[src/rtl/led_axi_pwm_n.sv]
// led_axi_pwm_n: AXI4 slave driving NUM_LEDS outputs, static pattern or PWM.
//   s00_axi_*   : AXI4 full slave (INCR/FIXED/WRAP, one outstanding txn per dir)
//   led         : registered LED drive
// Map (word index): 0 CTRL {MODE,EN}, 1 PATTERN, 2+i BRIGHT[i]; others SLVERR.

module led_pwm_lane #(
  parameter int PWM_WIDTH = 8
) (
  input  logic [PWM_WIDTH-1:0] cnt,
  input  logic [PWM_WIDTH-1:0] bright,
  output logic                 on
);
  // all-ones brightness means fully on (covers the cnt == max slot too)
  assign on = (cnt < bright) || (&bright);
endmodule

module led_axi_pwm_n #(
  parameter int C_S_AXI_DATA_WIDTH = 32,
  parameter int C_S_AXI_ADDR_WIDTH = 6,
  parameter int C_S_AXI_ID_WIDTH   = 1,
  parameter int NUM_LEDS           = 8,
  parameter int PWM_WIDTH          = 8
) (
  input  logic                            s00_axi_aclk,
  input  logic                            s00_axi_areset,
  input  logic [C_S_AXI_ID_WIDTH-1:0]     s00_axi_awid,
  input  logic [C_S_AXI_ADDR_WIDTH-1:0]   s00_axi_awaddr,
  input  logic [7:0]                      s00_axi_awlen,
  input  logic [2:0]                      s00_axi_awsize,
  input  logic [1:0]                      s00_axi_awburst,
  input  logic                            s00_axi_awvalid,
  output logic                            s00_axi_awready,
  input  logic [C_S_AXI_DATA_WIDTH-1:0]   s00_axi_wdata,
  input  logic [C_S_AXI_DATA_WIDTH/8-1:0] s00_axi_wstrb,
  input  logic                            s00_axi_wlast,
  input  logic                            s00_axi_wvalid,
  output logic                            s00_axi_wready,
  output logic [C_S_AXI_ID_WIDTH-1:0]     s00_axi_bid,
  output logic [1:0]                      s00_axi_bresp,
  output logic                            s00_axi_bvalid,
  input  logic                            s00_axi_bready,
  input  logic [C_S_AXI_ID_WIDTH-1:0]     s00_axi_arid,
  input  logic [C_S_AXI_ADDR_WIDTH-1:0]   s00_axi_araddr,
  input  logic [7:0]                      s00_axi_arlen,
  input  logic [2:0]                      s00_axi_arsize,
  input  logic [1:0]                      s00_axi_arburst,
  input  logic                            s00_axi_arvalid,
  output logic                            s00_axi_arready,
  output logic [C_S_AXI_ID_WIDTH-1:0]     s00_axi_rid,
  output logic [C_S_AXI_DATA_WIDTH-1:0]   s00_axi_rdata,
  output logic [1:0]                      s00_axi_rresp,
  output logic                            s00_axi_rlast,
  output logic                            s00_axi_rvalid,
  input  logic                            s00_axi_rready,
  output logic [NUM_LEDS-1:0]             led
);
  localparam int DW   = C_S_AXI_DATA_WIDTH;
  localparam int IW   = C_S_AXI_ADDR_WIDTH - 2;
  localparam int NMAP = 1 << IW;
  localparam logic [IW:0] NREG_W = (IW+1)'(2 + NUM_LEDS);

  typedef enum logic [1:0] {WIDLE, WDATA, WRESP} wstate_t;
  typedef enum logic       {RIDLE, RDATA}        rstate_t;

  logic                                 clk, rst;
  logic [1:0]                           ctrl;
  logic [NUM_LEDS-1:0]                  pattern;
  logic [NUM_LEDS-1:0][PWM_WIDTH-1:0]   bright;
  logic [PWM_WIDTH-1:0]                 cnt;
  logic [NUM_LEDS-1:0]                  pwm_on;
  logic [DW-1:0]                        rmap [NMAP];

  assign clk = s00_axi_aclk;
  assign rst = s00_axi_areset;

  // Burst address step on the word index. WRAP keeps the upper bits and
  // increments only the bits inside the (len+1)-word window.
  function automatic logic [IW-1:0] nxt_idx(input logic [IW-1:0] idx,
                                            input logic [7:0] len,
                                            input logic [1:0] burst);
    logic [IW-1:0] msk;
    logic          wrap_ok;
    msk     = IW'(len);
    wrap_ok = (len == 8'd1) || (len == 8'd3) || (len == 8'd7) || (len == 8'd15);
    if (burst == 2'b00)                 return idx;
    else if (burst == 2'b10 && wrap_ok) return (idx & ~msk) | ((idx + 1'b1) & msk);
    else                                return idx + 1'b1;
  endfunction

  function automatic logic mapped(input logic [IW-1:0] idx);
    return {1'b0, idx} < NREG_W;
  endfunction

  // Read view of the whole index space; unmapped words and bits are zero.
  always_comb begin
    for (int k = 0; k < NMAP; k++) rmap[k] = '0;
    rmap[0][1:0]          = ctrl;
    rmap[1][NUM_LEDS-1:0] = pattern;
    for (int i = 0; i < NUM_LEDS; i++) rmap[2+i][PWM_WIDTH-1:0] = bright[i];
  end

  // ---------------- write channel ----------------
  wstate_t         w_st, w_nxt;
  logic [IW-1:0]   w_idx;
  logic [7:0]      w_len, w_cnt;
  logic [1:0]      w_burst;
  logic            w_err;
  logic [DW-1:0]   wmerge;
  logic            aw_hs, w_hs, b_hs;

  assign aw_hs = s00_axi_awvalid && s00_axi_awready;
  assign w_hs  = s00_axi_wvalid  && s00_axi_wready;
  assign b_hs  = s00_axi_bvalid  && s00_axi_bready;

  always_comb begin
    w_nxt = w_st;
    case (w_st)
      WIDLE:   if (aw_hs) w_nxt = WDATA;
      WDATA:   if (w_hs && w_cnt == w_len) w_nxt = WRESP;
      WRESP:   if (b_hs) w_nxt = WIDLE;
      default: w_nxt = WIDLE;
    endcase
  end

  always_comb begin
    wmerge = rmap[w_idx];
    for (int b = 0; b < DW/8; b++)
      if (s00_axi_wstrb[b]) wmerge[8*b +: 8] = s00_axi_wdata[8*b +: 8];
  end

  // handshake outputs are registered from the next state so they read 0 in reset
  always_ff @(posedge clk or posedge rst) begin
    if (rst) begin
      w_st            <= WIDLE;
      s00_axi_awready <= 1'b0;
      s00_axi_wready  <= 1'b0;
      s00_axi_bvalid  <= 1'b0;
    end else begin
      w_st            <= w_nxt;
      s00_axi_awready <= (w_nxt == WIDLE);
      s00_axi_wready  <= (w_nxt == WDATA);
      s00_axi_bvalid  <= (w_nxt == WRESP);
    end
  end

  always_ff @(posedge clk or posedge rst) begin
    if (rst) begin
      s00_axi_bid <= '0;
      w_idx       <= '0;
      w_len       <= '0;
      w_cnt       <= '0;
      w_burst     <= '0;
      w_err       <= 1'b0;
      ctrl        <= '0;
      pattern     <= '0;
      bright      <= '0;
    end else begin
      if (aw_hs) begin
        s00_axi_bid <= s00_axi_awid;
        w_idx       <= s00_axi_awaddr[C_S_AXI_ADDR_WIDTH-1:2];
        w_len       <= s00_axi_awlen;
        w_burst     <= s00_axi_awburst;
        w_cnt       <= '0;
        w_err       <= 1'b0;
      end
      if (w_hs) begin
        w_idx <= nxt_idx(w_idx, w_len, w_burst);
        w_cnt <= w_cnt + 8'd1;
        if (!mapped(w_idx)) w_err <= 1'b1;
        else begin
          if (w_idx == IW'(0)) ctrl    <= wmerge[1:0];
          if (w_idx == IW'(1)) pattern <= wmerge[NUM_LEDS-1:0];
          for (int i = 0; i < NUM_LEDS; i++)
            if (w_idx == IW'(2+i)) bright[i] <= wmerge[PWM_WIDTH-1:0];
        end
      end
    end
  end

  assign s00_axi_bresp = {w_err, 1'b0};

  // ---------------- read channel ----------------
  rstate_t         r_st, r_nxt;
  logic [IW-1:0]   r_idx, r_sel;
  logic [7:0]      r_len, r_cnt;
  logic [1:0]      r_burst;
  logic            ar_hs, r_hs, r_load;

  assign ar_hs  = s00_axi_arvalid && s00_axi_arready;
  assign r_hs   = s00_axi_rvalid  && s00_axi_rready;
  assign r_load = ar_hs || (r_hs && !s00_axi_rlast);
  // next beat index: first beat from AR, later beats from the burst step
  assign r_sel  = (r_st == RIDLE) ? s00_axi_araddr[C_S_AXI_ADDR_WIDTH-1:2]
                                  : nxt_idx(r_idx, r_len, r_burst);

  always_comb begin
    r_nxt = r_st;
    case (r_st)
      RIDLE:   if (ar_hs) r_nxt = RDATA;
      RDATA:   if (r_hs && s00_axi_rlast) r_nxt = RIDLE;
      default: r_nxt = RIDLE;
    endcase
  end

  always_ff @(posedge clk or posedge rst) begin
    if (rst) begin
      r_st            <= RIDLE;
      s00_axi_arready <= 1'b0;
      s00_axi_rvalid  <= 1'b0;
    end else begin
      r_st            <= r_nxt;
      s00_axi_arready <= (r_nxt == RIDLE);
      s00_axi_rvalid  <= (r_nxt == RDATA);
    end
  end

  // rdata is captured at the handshake that precedes the beat, so a write
  // landing in the same cycle is not seen (pre-write value returned).
  always_ff @(posedge clk or posedge rst) begin
    if (rst) begin
      s00_axi_rid   <= '0;
      s00_axi_rdata <= '0;
      s00_axi_rresp <= 2'b00;
      s00_axi_rlast <= 1'b0;
      r_idx         <= '0;
      r_len         <= '0;
      r_cnt         <= '0;
      r_burst       <= '0;
    end else begin
      if (ar_hs) begin
        s00_axi_rid <= s00_axi_arid;
        r_len       <= s00_axi_arlen;
        r_burst     <= s00_axi_arburst;
      end
      if (r_load) begin
        r_idx         <= r_sel;
        s00_axi_rdata <= rmap[r_sel];
        s00_axi_rresp <= mapped(r_sel) ? 2'b00 : 2'b10;
        r_cnt         <= ar_hs ? 8'd0 : r_cnt + 8'd1;
        s00_axi_rlast <= ar_hs ? (s00_axi_arlen == 8'd0) : (r_cnt + 8'd1 == r_len);
      end else if (r_hs) begin
        s00_axi_rlast <= 1'b0;
      end
    end
  end

  // ---------------- PWM / LED ----------------
  for (genvar g = 0; g < NUM_LEDS; g++) begin : g_lane
    led_pwm_lane #(.PWM_WIDTH(PWM_WIDTH)) u_lane (
      .cnt(cnt), .bright(bright[g]), .on(pwm_on[g])
    );
  end

  always_ff @(posedge clk or posedge rst) begin
    if (rst) begin
      cnt <= '0;
      led <= '0;
    end else begin
      cnt <= cnt + 1'b1;
      led <= !ctrl[0] ? '0 : (ctrl[1] ? pwm_on : pattern);
    end
  end

  // size is fixed at one word; wlast is redundant with awlen
  logic unused_ok;
  assign unused_ok = ^{s00_axi_awsize, s00_axi_arsize, s00_axi_wlast,
                       s00_axi_awaddr[1:0], s00_axi_araddr[1:0], wmerge};
endmodule

[config.mk]
export PLATFORM = sky130hd
export DESIGN_NAME = led_axi_pwm_n
export DESIGN_NICKNAME = d
export VERILOG_FILES = /design/src/rtl/led_axi_pwm_n.sv
export SDC_FILE = /design/constraint.sdc
export NUM_CORES = 1
export LEC_CHECK = 0
export ABC_AREA = 1
export ABC_CLOCK_PERIOD_IN_PS = 6300
export BUFFER_PORTS_ARGS = -buffer_cell sky130_fd_sc_hd__buf_2
export CAP_MARGIN = 10
export CELL_PAD_IN_SITES_DETAIL_PLACEMENT = 0
export CELL_PAD_IN_SITES_GLOBAL_PLACEMENT = 1
export CORE_ASPECT_RATIO = 0.75
export CORE_MARGIN = 4
export CORE_UTILIZATION = 25
export CTS_BUF_LIST = sky130_fd_sc_hd__clkbuf_4
export DETAILED_ROUTE_END_ITERATION = 8
export PLACE_DENSITY = 0.61
export SYNTH_ARGS = -nofsm -noshare
export SYNTH_HDL_FRONTEND = slang
export SYNTH_SLANG_ARGS = --single-unit
[constraint.sdc]
create_clock -name s00_axi_aclk -period 6.3 [get_ports s00_axi_aclk]
set_clock_uncertainty 0.15 [all_clocks]
set_input_delay 0.63 -clock s00_axi_aclk [delete_from_list [all_inputs] [get_ports s00_axi_aclk]]
set_output_delay 0.63 -clock s00_axi_aclk [all_outputs]
set_load 0.03 [all_outputs]
# ---- After elaboration in Yosys (flattened, before gate mapping)
# Cells that the tools add are included.
dict set report word_totals {
  inputBits 84
  output_inout_bits 52
  regBits 179
  wordCells 173
}
dict set report op_classes {
  addsub 5
  bitwise 12
  n_mux 33
  reduce_logical 53
  order_cmp 12
  n_eq_ne 26
}
# operator n
set ops {}
lappend ops {{$bmux W32 S4} 2}
lappend ops {{$lt A8 B8 Y1} 8}
lappend ops {{$mux W32} 2}
lappend ops {{$mux W8} 8}
lappend ops {{$reduce_and A8 Y1} 8}
lappend ops {{$reduce_and A3 Y1} 10}
lappend ops {{$mux W4} 7}
lappend ops {{$add A8 B1 Y8 const B} 3}
lappend ops {{$and A4 B4 Y4} 4}
lappend ops {{$eq A4 B3 Y1 const B} 4}
lappend ops {{$eq A8 B1 Y1 const B} 2}
lappend ops {{$eq A8 B2 Y1 const B} 2}
lappend ops {{$eq A8 B3 Y1 const B} 2}
lappend ops {{$eq A8 B4 Y1 const B} 2}
lappend ops {{$eq A8 B8 Y1} 2}
lappend ops {{$logic_or A1 B1 Y1} 15}
lappend ops {{$ge A5 B5 Y1 const B} 2}
lappend ops {{$logic_and A1 B1 Y1} 10}
lappend ops {{$not A4 Y5} 2}
lappend ops {{$add A4 B1 Y4 const B} 2}
lappend ops {{$eq A2 B2 Y1 const B} 4}
lappend ops {{$eq A4 B2 Y1 const B} 2}
lappend ops {{$eq A4 B4 Y1 const B} 2}
lappend ops {{$logic_not A2 Y1} 4}
lappend ops {{other kinds (16)} 32}

# ---- Logic depth before layout (Yosys ltp)
# Gate-level depths: netlist (run 1).
dict set report logic_depth {
  ltp_word 12
  ltp_mapped 15
  depth_no_buf 14
}

# ---- Cells and area by module
# A second synthesis (run 1) with hierarchy kept.
dict set report hier_totals {
  cells_unflattened 1387
  area_unflattened_um2 10100.9
}
# module n_inst seq_area_each_um2 area_each_um2 cells_per_inst
set modules_own_cells {}
lappend modules_own_cells {led_axi_pwm_n 1 3853.7 8359.3 1091}
lappend modules_own_cells {led_pwm_lane 8 0.0 217.7 37}

# ---- Worst setup path before layout (run 1)
# OpenSTA, ideal clock, no wires.
dict set report synth_path {
  kind {register to register}
  from {register r_st}
  to {register s00_axi_rdata[5]}
  setup_slack_ns 4.398
  n_path_buf 2
  setup_ns 0.073
  required_ns 6.077
  stages_incl_launch_ff 11
  arrival_time_ns 1.679
  synth_period_minus_slack_ns 1.902
  path_cell_list {dfrtp_1 -> buf_2 -> or2_1 -> nand2_2 -> buf_4 -> nand2_1 -> o21ai_0 -> nand3_1 -> nor2_1 -> a21oi_1 -> a21oi_2}
}
dict set report synth_between {
  elab_chain_cells 5
  word_cells_on_any_way 8
  cone_classes {4 x mux; 1 x bitwise; 3 x reduce/logical}
}
# item line
set synth_lines {}
lappend synth_lines {{start, declared} 183} ;# rstate_t r_st, r_nxt;
lappend synth_lines {{start signal, assigned} 211} ;# r_st <= r_nxt;
lappend synth_lines {{$mux W4} 193} ;# assign r_sel = (r_st == RIDLE) ? s00_axi_araddr[C_S_AXI_ADDR_WIDTH-1:2]
lappend synth_lines {{$not A4 Y5 (implied by the code)} 237} ;# s00_axi_rdata <= rmap[r_sel];
lappend synth_lines {{$bmux W32 S4} 237}
lappend synth_lines {{$mux W32 (implied by the code) (2 in a row)} 237}
lappend synth_lines {{end signal, assigned} 237}
lappend synth_lines {{end, declared} 50} ;# output logic [C_S_AXI_DATA_WIDTH-1:0] s00_axi_rdata,
# Several ways; a longest one is shown, not always the timed one. The select of a mux whose other input is x is not followed.
# A chain may end at the register's enable or synchronous reset.

# ---- Worst setup path in the final report (run 1)
dict set report layout_path {
  from {register ctrl[1]}
  to {register bright[57] in the netlist's numbering}
}
dict set report layout_between {
  elab_chain_cells 4
}
# item line
set layout_lines {}
lappend layout_lines {{start, declared} 66} ;# logic [1:0] ctrl;
lappend layout_lines {{start signal, assigned} 171} ;# if (w_idx == IW'(0)) ctrl <= wmerge[1:0];
lappend layout_lines {{$bmux W32 S4} 126} ;# wmerge = rmap[w_idx];
lappend layout_lines {{$mux W8 (implied by the code) (2 in a row)} 126}
lappend layout_lines {{$mux W8} 128} ;# if (s00_axi_wstrb[b]) wmerge[8*b +: 8] = s00_axi_wdata[8*b +: 8];
lappend layout_lines {{end signal, assigned by index} 174} ;# if (w_idx == IW'(2+i)) bright[i] <= wmerge[PWM_WIDTH-1:0];
lappend layout_lines {{end, declared} 68} ;# logic [NUM_LEDS-1:0][PWM_WIDTH-1:0] bright;
# Every way passes these cells. The select of a mux whose other input is x is not followed.

==> flow_summary_export.csv, run 1 <==
group,metric,value,unit
floorplan,io_pins,136,
logic_synthesis,netlist_instances,1289,
logic_synthesis,synthesis.area,9851,um^2
layout,drive_gt1_share,12.43,%
power_and_ir_drop,p_clk_share,11.3,%
grt,overflow,0,
timing,slew_headroom,32.91,%
layout,nets,1495,
clock_tree,clock_latency,0.63,ns
setup_path,path_class,"reg -> reg",
setup_path,crit_path_end_kind,"flip-flop",
grt,grt_pass1_vias,8271,
layout,area_delta_synth_final,11.04,%
drt,ant_nets,0,
drt,vias,8816,
clock_tree,htree_levels,4,
drt,drc,0,
logic_synthesis,synth.area.top_cells,"dfrtp_1 (39%), nand2_1 (11%), o21ai_0 (8.8%)",
logic_synthesis,seq_area_frac_synth,39.12,%
run,max_cap_violations,0,
run_status,status,"finished, final reports clean",
logic_synthesis,ys.flop_type,"dfrtp_1",
power_and_ir_drop,vdd_drop_max,276.6,uV
logic_synthesis,synthDistinctLibCells,44,
clock_tree,numCtsBuffers,17,
layout,fillers,4228,
clock_tree,cts-root-buf,"clkbuf_4",
drt,wl_per_cell,17.54,um
timing,layout_min_cycle_time,3.049,ns
logic_synthesis,synth_common_cells,"nand2_1 (301), o21ai_0 (174), dfrtp_1 (154), inv_1 (138), a21oi_1 (85)",
setup_path,start_kind,"flip-flop",
clock_tree,clk_pin_slew,0.15,ns
logic_synthesis,synth_edf_count,0,
setup_path,crit_fanout,10,
setup_path,arrival,3.46,ns
floorplan,rows,62,
timing,tightest_slew,1.005,ns
placement,hpwl,23140,um
timing,hold_viol_final,0,
timing,setup_viol,0,
floorplan,die_h,179.9,um
power_and_ir_drop,p_sw,3.012,mW
floorplan,die_w,237.2,um
setup_path,cp.required,6.71,ns
power_and_ir_drop,p_seq_share,30.7,%
logic_synthesis,synth_top_area_cell,"dfrtp_1",
grt,grt_pass1_wl,50960,um
logic_synthesis,synth.avg_cell_area,7.642,um^2
timing,rsz0062_at_grt,"no",
timing,final.setup.tns,0,ns
grt,antenna_found_initial,2,
drt,via_per_inst,4.704,
layout,layout.cells.non_filler,1874,
clock_tree,cts_sinks,154,
setup_path,r2r_cells,10,
layout,multi_input_area,5085,um^2
timing,fmax,328.0,MHz
clock_tree,clk_path_buf_depth,2,
setup_path,r2r_slack,3.25,ns
layout,regArea,3854,um^2
floorplan,start_util,25.55,%
floorplan,core_area,38550,um^2
logic_synthesis,synth_top_area_share,39.12,%
power_and_ir_drop,p_int,2.497,mW
floorplan,die-area,42680,um^2
logic_synthesis,ys.warnings.count,0,
drt,drt_wl_total,32870,um
power_and_ir_drop,p_per_area,503.7,nW/um^2
grt,track_usage,15.44,%
clock_tree,cts_tree,"yes",
setup_path,r2r-end,"bright[57]$_DFFE_PP0P_",
power_and_ir_drop,power_switching_share,54.68,%
logic_synthesis,synth_most_common_cell,"nand2_1",
logic_synthesis,synth_seq_cells,154,
power_and_ir_drop,combPwrFrac,58.0,%
timing,fin_hold_ws,0.03381,ns
placement,dp_cells,1828,
drt,drt_pre_antenna_iters,5,
placement,gp_congestion,0.8320,
power_and_ir_drop,p_total,5.510,mW
power_and_ir_drop,p_leak,5.094,nW
placement,port_buffers,71,
logic_synthesis,synthArstFlopShare,100.0,%
grt,grt_max_degree,100,
min_path,hold_class,"in -> async",
timing,slew_violations,0,
timing,min_period_over_period,48.39,%
setup_path,regToRegStartpoint,"ctrl[1]$_DFFE_PP0P_",
drt,drt_iter0_markers,842,
flip-flops by register name (all words and copies together) (netlist names), 2 cells and up, named ones only:
| signal | count |
|---|---|
| bright | 64 |
| cnt | 8 |
| ctrl | 2 |
| led | 8 |
| pattern | 8 |
| r_burst | 2 |
| r_cnt | 8 |
| r_idx | 4 |
| r_len | 8 |
| s00_axi_rdata | 8 |
| w_burst | 2 |
| w_cnt | 8 |
| w_len | 8 |
| w_st | 2 |
logic make-up after synthesis:
family / Yosys count / synth area share [%]
and+or+nand+nor: 492 / 22.38
AOI/OAI and AO/OA: 339 / 18.87
buffers and inverters: 225 / 10.21
DFF: 154 / 39.12
adders and majority gates: 64 / 8.129
xor gates and xnor gates: 14 / 1.245
other: 1 / 0.03807
worst max path at each step:
stage,start,endpoint,depth (start not counted)
6_report,ctrl[1]$_DFFE_PP0P_,bright[57]$_DFFE_PP0P_,10
5_1_grt,w_idx[0]$_DFFE_PP0P_,bright[56]$_DFFE_PP0P_,10
4_1_cts,ctrl[1]$_DFFE_PP0P_,bright[57]$_DFFE_PP0P_,10
3_5_place_dp,w_idx[0]$_DFFE_PP0P_,bright[56]$_DFFE_PP0P_,10
3_3_place_gp,ctrl[1]$_DFFE_PP0P_,bright[49]$_DFFE_PP0P_,10
2_1_floorplan,s00_axi_areset,async pin,1
repair_timing:
action,CTS,global route
hold buffers,10,2
hold endpoints to repair,10,2
buffers inserted,0,0
resized for setup,0,0
power groups by stage:
stage	clock, mW	combinational [mW]	sequential (mW)
after floorplan	0	2.27	1.70
after global placement	0	3.14	1.70
after detailed placement	0	3.16	1.71
after CTS	0.653	3.18	1.69
after global routing	0.695	3.58	1.75
final	0.624	3.20	1.69
cell usage in the layout, fill, tap and decap left out, types with 16 or more instances in the layout:
| cell | Yosys | layout |
|---|---|---|
| nand4_1 | 16 | 16 |
| clkbuf_4 | 0 | 17 |
| o21ai_0 | 174 | 174 |
| nand3_1 | 64 | 64 |
| nor4_1 | 17 | 17 |
| o211ai_1 | 18 | 18 |
| buf_2 | 15 | 71 |
| o21ai_1 | 17 | 17 |
| nor2_1 | 46 | 46 |
| inv_1 | 138 | 137 |
| nand2_1 | 301 | 301 |
| ha_1 | 64 | 64 |
| a21oi_1 | 85 | 85 |
| conb_1 | 1 | 26 |
| dfrtp_1 | 154 | 154 |
critical path, stage by stage (launching register included):
cell and delay (ns):
dfrtp_1 0.66, clkinv_1 0.65, a21oi_1 0.28, o21ai_0 0.10, nand2_1 0.11, a22oi_1 0.07, nand2_1 0.16, nand2_1 0.44
inv_1 0.20, nand2_1 0.06, o21ai_0 0.10
per-stage QoR:
step	setup WS, ns	util, %	area, um^2
4_1_cts	3.368	28.31	10910
2_1_floorplan	1.370	-	9945
5_1_grt	2.977	28.37	10940
3_5_place_dp	3.391	27.35	10540
6_report	3.251	28.37	10940
3_3_place_gp	3.368	27.35	10540
final cells by class:
cell class,instances,area share [%]
timing repair buffer,88,4.690
inverter,151,5.228
tap,512,5.857
clock buffer,17,1.167
clock inverter,15,1.293
antenna,2,0.04576
multi-input combinational,935,46.49
sequential,154,35.23
layer usage:
metal / track usage (%) / share of wire [%]
met1: 24.52 / 53
met2: 21.32 / 40
met3: 3.309 / 6.3
met4: 2.941 / 0.87
met5: 0 / 0
Note: power is estimated with default switching activity, not from simulation.
==> inputs of run 2 (changes only) <==
ABC_CLOCK_PERIOD_IN_PS = 2800   (was 6300)
PLACE_DENSITY = 0.63   (was 0.61)
clock period = 2.8 ns   (was 6.3 ns; I/O delays follow)
==> run 2 against run 1 <==
Effect of this change:
- die area stayed put
- via count up 2.9%
- setup slack lost 3.0 ns
- core utilization rose by 1.8 points
- critical path depth decreased by 5
- sequential power up 130%
- flip-flop and latch count is the same
- largest power group unchanged
- highest routed layer unchanged
==> flow_summary_export.csv, run 2 (synthesis results as in run 1) <==
group,metric,value,unit
setup_path,path_class,"reg -> reg",
placement,hpwl,23820,um
clock_tree,cts-root-buf,"clkbuf_4",
layout,multi_input_area,5087,um^2
layout,mostFrequentLayoutCell,"nand2_1",
grt,grt_max_degree,71,
placement,dp_cells,1858,
power_and_ir_drop,p_seq_share,29.8,%
timing,slew_violations,0,
power_and_ir_drop,p_sw,6.782,mW
layout,top_register,"bright",
timing,tightest_slew,0.8654,ns
drt,vias,9070,
drt,ant_nets,0,
run,max_cap_violations,0,
min_path,hold_path_startpoint,"s00_axi_arvalid",
timing,rsz0062_at_grt,"no",
floorplan,die_h,179.9,um
layout,largest_reg_flops,64,
clock_tree,htree_levels,4,
power_and_ir_drop,p_clk_share,10.9,%
power_and_ir_drop,power_switching_share,52.98,%
clock_tree,cts_tree,"yes",
power_and_ir_drop,vdd_drop_max,491.1,uV
drt,dr_wl_met2,13420,um
setup_path,start_kind,"flip-flop",
grt,overflow,0,
clock_tree,cts_sinks,154,
layout,layout.cells.non_filler,1943,
layout,regArea,3854,um^2
floorplan,start_util,25.55,%
clock_tree,clk_path_buf_depth,2,
drt,via_per_inst,4.668,
power_and_ir_drop,p_per_area,1101,nW/um^2
drt,drt_iter0_markers,678,
power_and_ir_drop,p_int,6.019,mW
setup_path,critical_path.slowest_cell,"nand3_1",
setup_path,cp.required,3.18,ns
setup_path,crit_path_max_incr_delay,0.55,ns
clock_tree,clk_pin_slew,0.15,ns
grt,grt_pass1_vias,8676,
layout,fin_area,11630,um^2
grt,antenna_found_initial,1,
drt,drt_wl_total,32670,um
timing,hold_viol_final,0,
clock_tree,clock_latency,0.64,ns
timing,setup_viol,0,
min_path,hold_class,"in -> reg",
floorplan,die-area,42680,um^2
grt,track_usage,15.47,%
timing,fmax,397.9,MHz
drt,drt_pre_antenna_iters,7,
timing,slew_headroom,42.31,%
drt,wl_per_cell,16.81,um
placement,gp_congestion,0.8607,
floorplan,rows,62,
clock_tree,numCtsBuffers,17,
run_status,status,"finished, final reports clean",
layout,nets,1564,
placement,port_buffers,71,
setup_path,crit_buf_inv,1,
drt,wirelength_met1,17040,um
power_and_ir_drop,combPwrFrac,59.3,%
drt,topRoutingLayerUsed,"met4",
floorplan,core_area,38550,um^2
floorplan,io_pins,136,
layout,drive_gt1_share,14.00,%
placement,placed_area,10840,um^2
layout,fillers,4164,
setup_path,crit_path_end_kind,"flip-flop",
grt,grt_pass1_wl,51670,um
setup_path,crit_fanout,16,
setup_path,path_cells,"inv_2, a21oi_1, nor2_2, nand3_1, o21ai_0",
drt,wl_met3,1856,um
floorplan,die_w,237.2,um
layout,layout_common_cells,"nand2_1 (301), o21ai_0 (174), dfrtp_1 (154), inv_1 (137), a21oi_1 (85)",
layout,fin_util,30.16,%
timing,layout_min_cycle_time,2.513,ns
timing,final.setup.tns,0,ns
layout,area_delta_synth_final,18.06,%
setup_path,arrival,2.89,ns
power_and_ir_drop,p_leak,5.426,nW
timing,min_period_over_period,89.75,%
setup_path,crit_family,"simple AND/OR/NAND/NOR gates",
drt,drc,0,
==> run 2: final cells by class <==
cell class	count	area share, %
Sequential cell	154	33.14
Multi-Input combinational cell	935	43.74
Antenna cell	2	0.04303
Inverter	151	4.906
Timing Repair Buffer	157	10.35
Clock buffer	17	1.097
Clock inverter	15	1.216
Tap cell	512	5.508
==> run 2: stage by stage <==
stage                     hold slack [ns]  setup slack, ns  total power [mW]
after global placement             0.2397           0.2348             11.12
after CTS                        0.006511           0.2139             12.82
after detailed placement           0.2409           0.2280             11.18
final                             0.05544           0.2869             12.80
after global routing              0.05342          0.06135             14.03
after floorplan                    0.2396           0.4251             8.923
==> run 2: tightest hold or removal path, stage by stage <==
cell and delay, ns:
buf_2 0.10, nand2_1 0.08, inv_1 0.18, nand2_1 0.10, o21ai_0 0.07
==> run 2: final timing paths <==
check                                               endpoint  slack [ns]  depth (start not counted)
worst max-delay path                  bright[22]$_DFFE_PP0P_        0.29                          5
worst min-delay path                  r_burst[0]$_DFFE_PP0P_        0.06                          5
worst max register to register        bright[22]$_DFFE_PP0P_        0.29                          5
worst min register to register      s00_axi_wready$_DFF_PP0_        0.34                          1
max in group asynchronous       s00_axi_rdata[1]$_DFFE_PP0P_        1.60                          4
min in group asynchronous           s00_axi_wready$_DFF_PP0_        0.09                          3
==> run 2: timing repair <==
action	CTS	global route
buffers inserted	0	0
gates resized for setup	0	1
endpoints found under the hold margin	104	0
endpoints found under the setup margin	0	1
hold buffers	51	0
==> run 2: power by group through the flow <==
stage	Sequential [mW]	Combinational (mW)	Clock, mW
finish	3.81	7.59	1.39
global placement	3.85	7.26	0
floorplan	3.82	5.10	0
detailed placement	3.85	7.33	0
CTS	3.80	7.56	1.46
global route	3.95	8.53	1.55
==> run 2: metal layers <==
metal | vias to the layer above | global-route usage (%)
li1 | 4524 | -
met1 | 4289 | 24.02
met2 | 238 | 22.20
met3 | 19 | 2.849
met4 | 0 | 3.221
met5 | - | 0
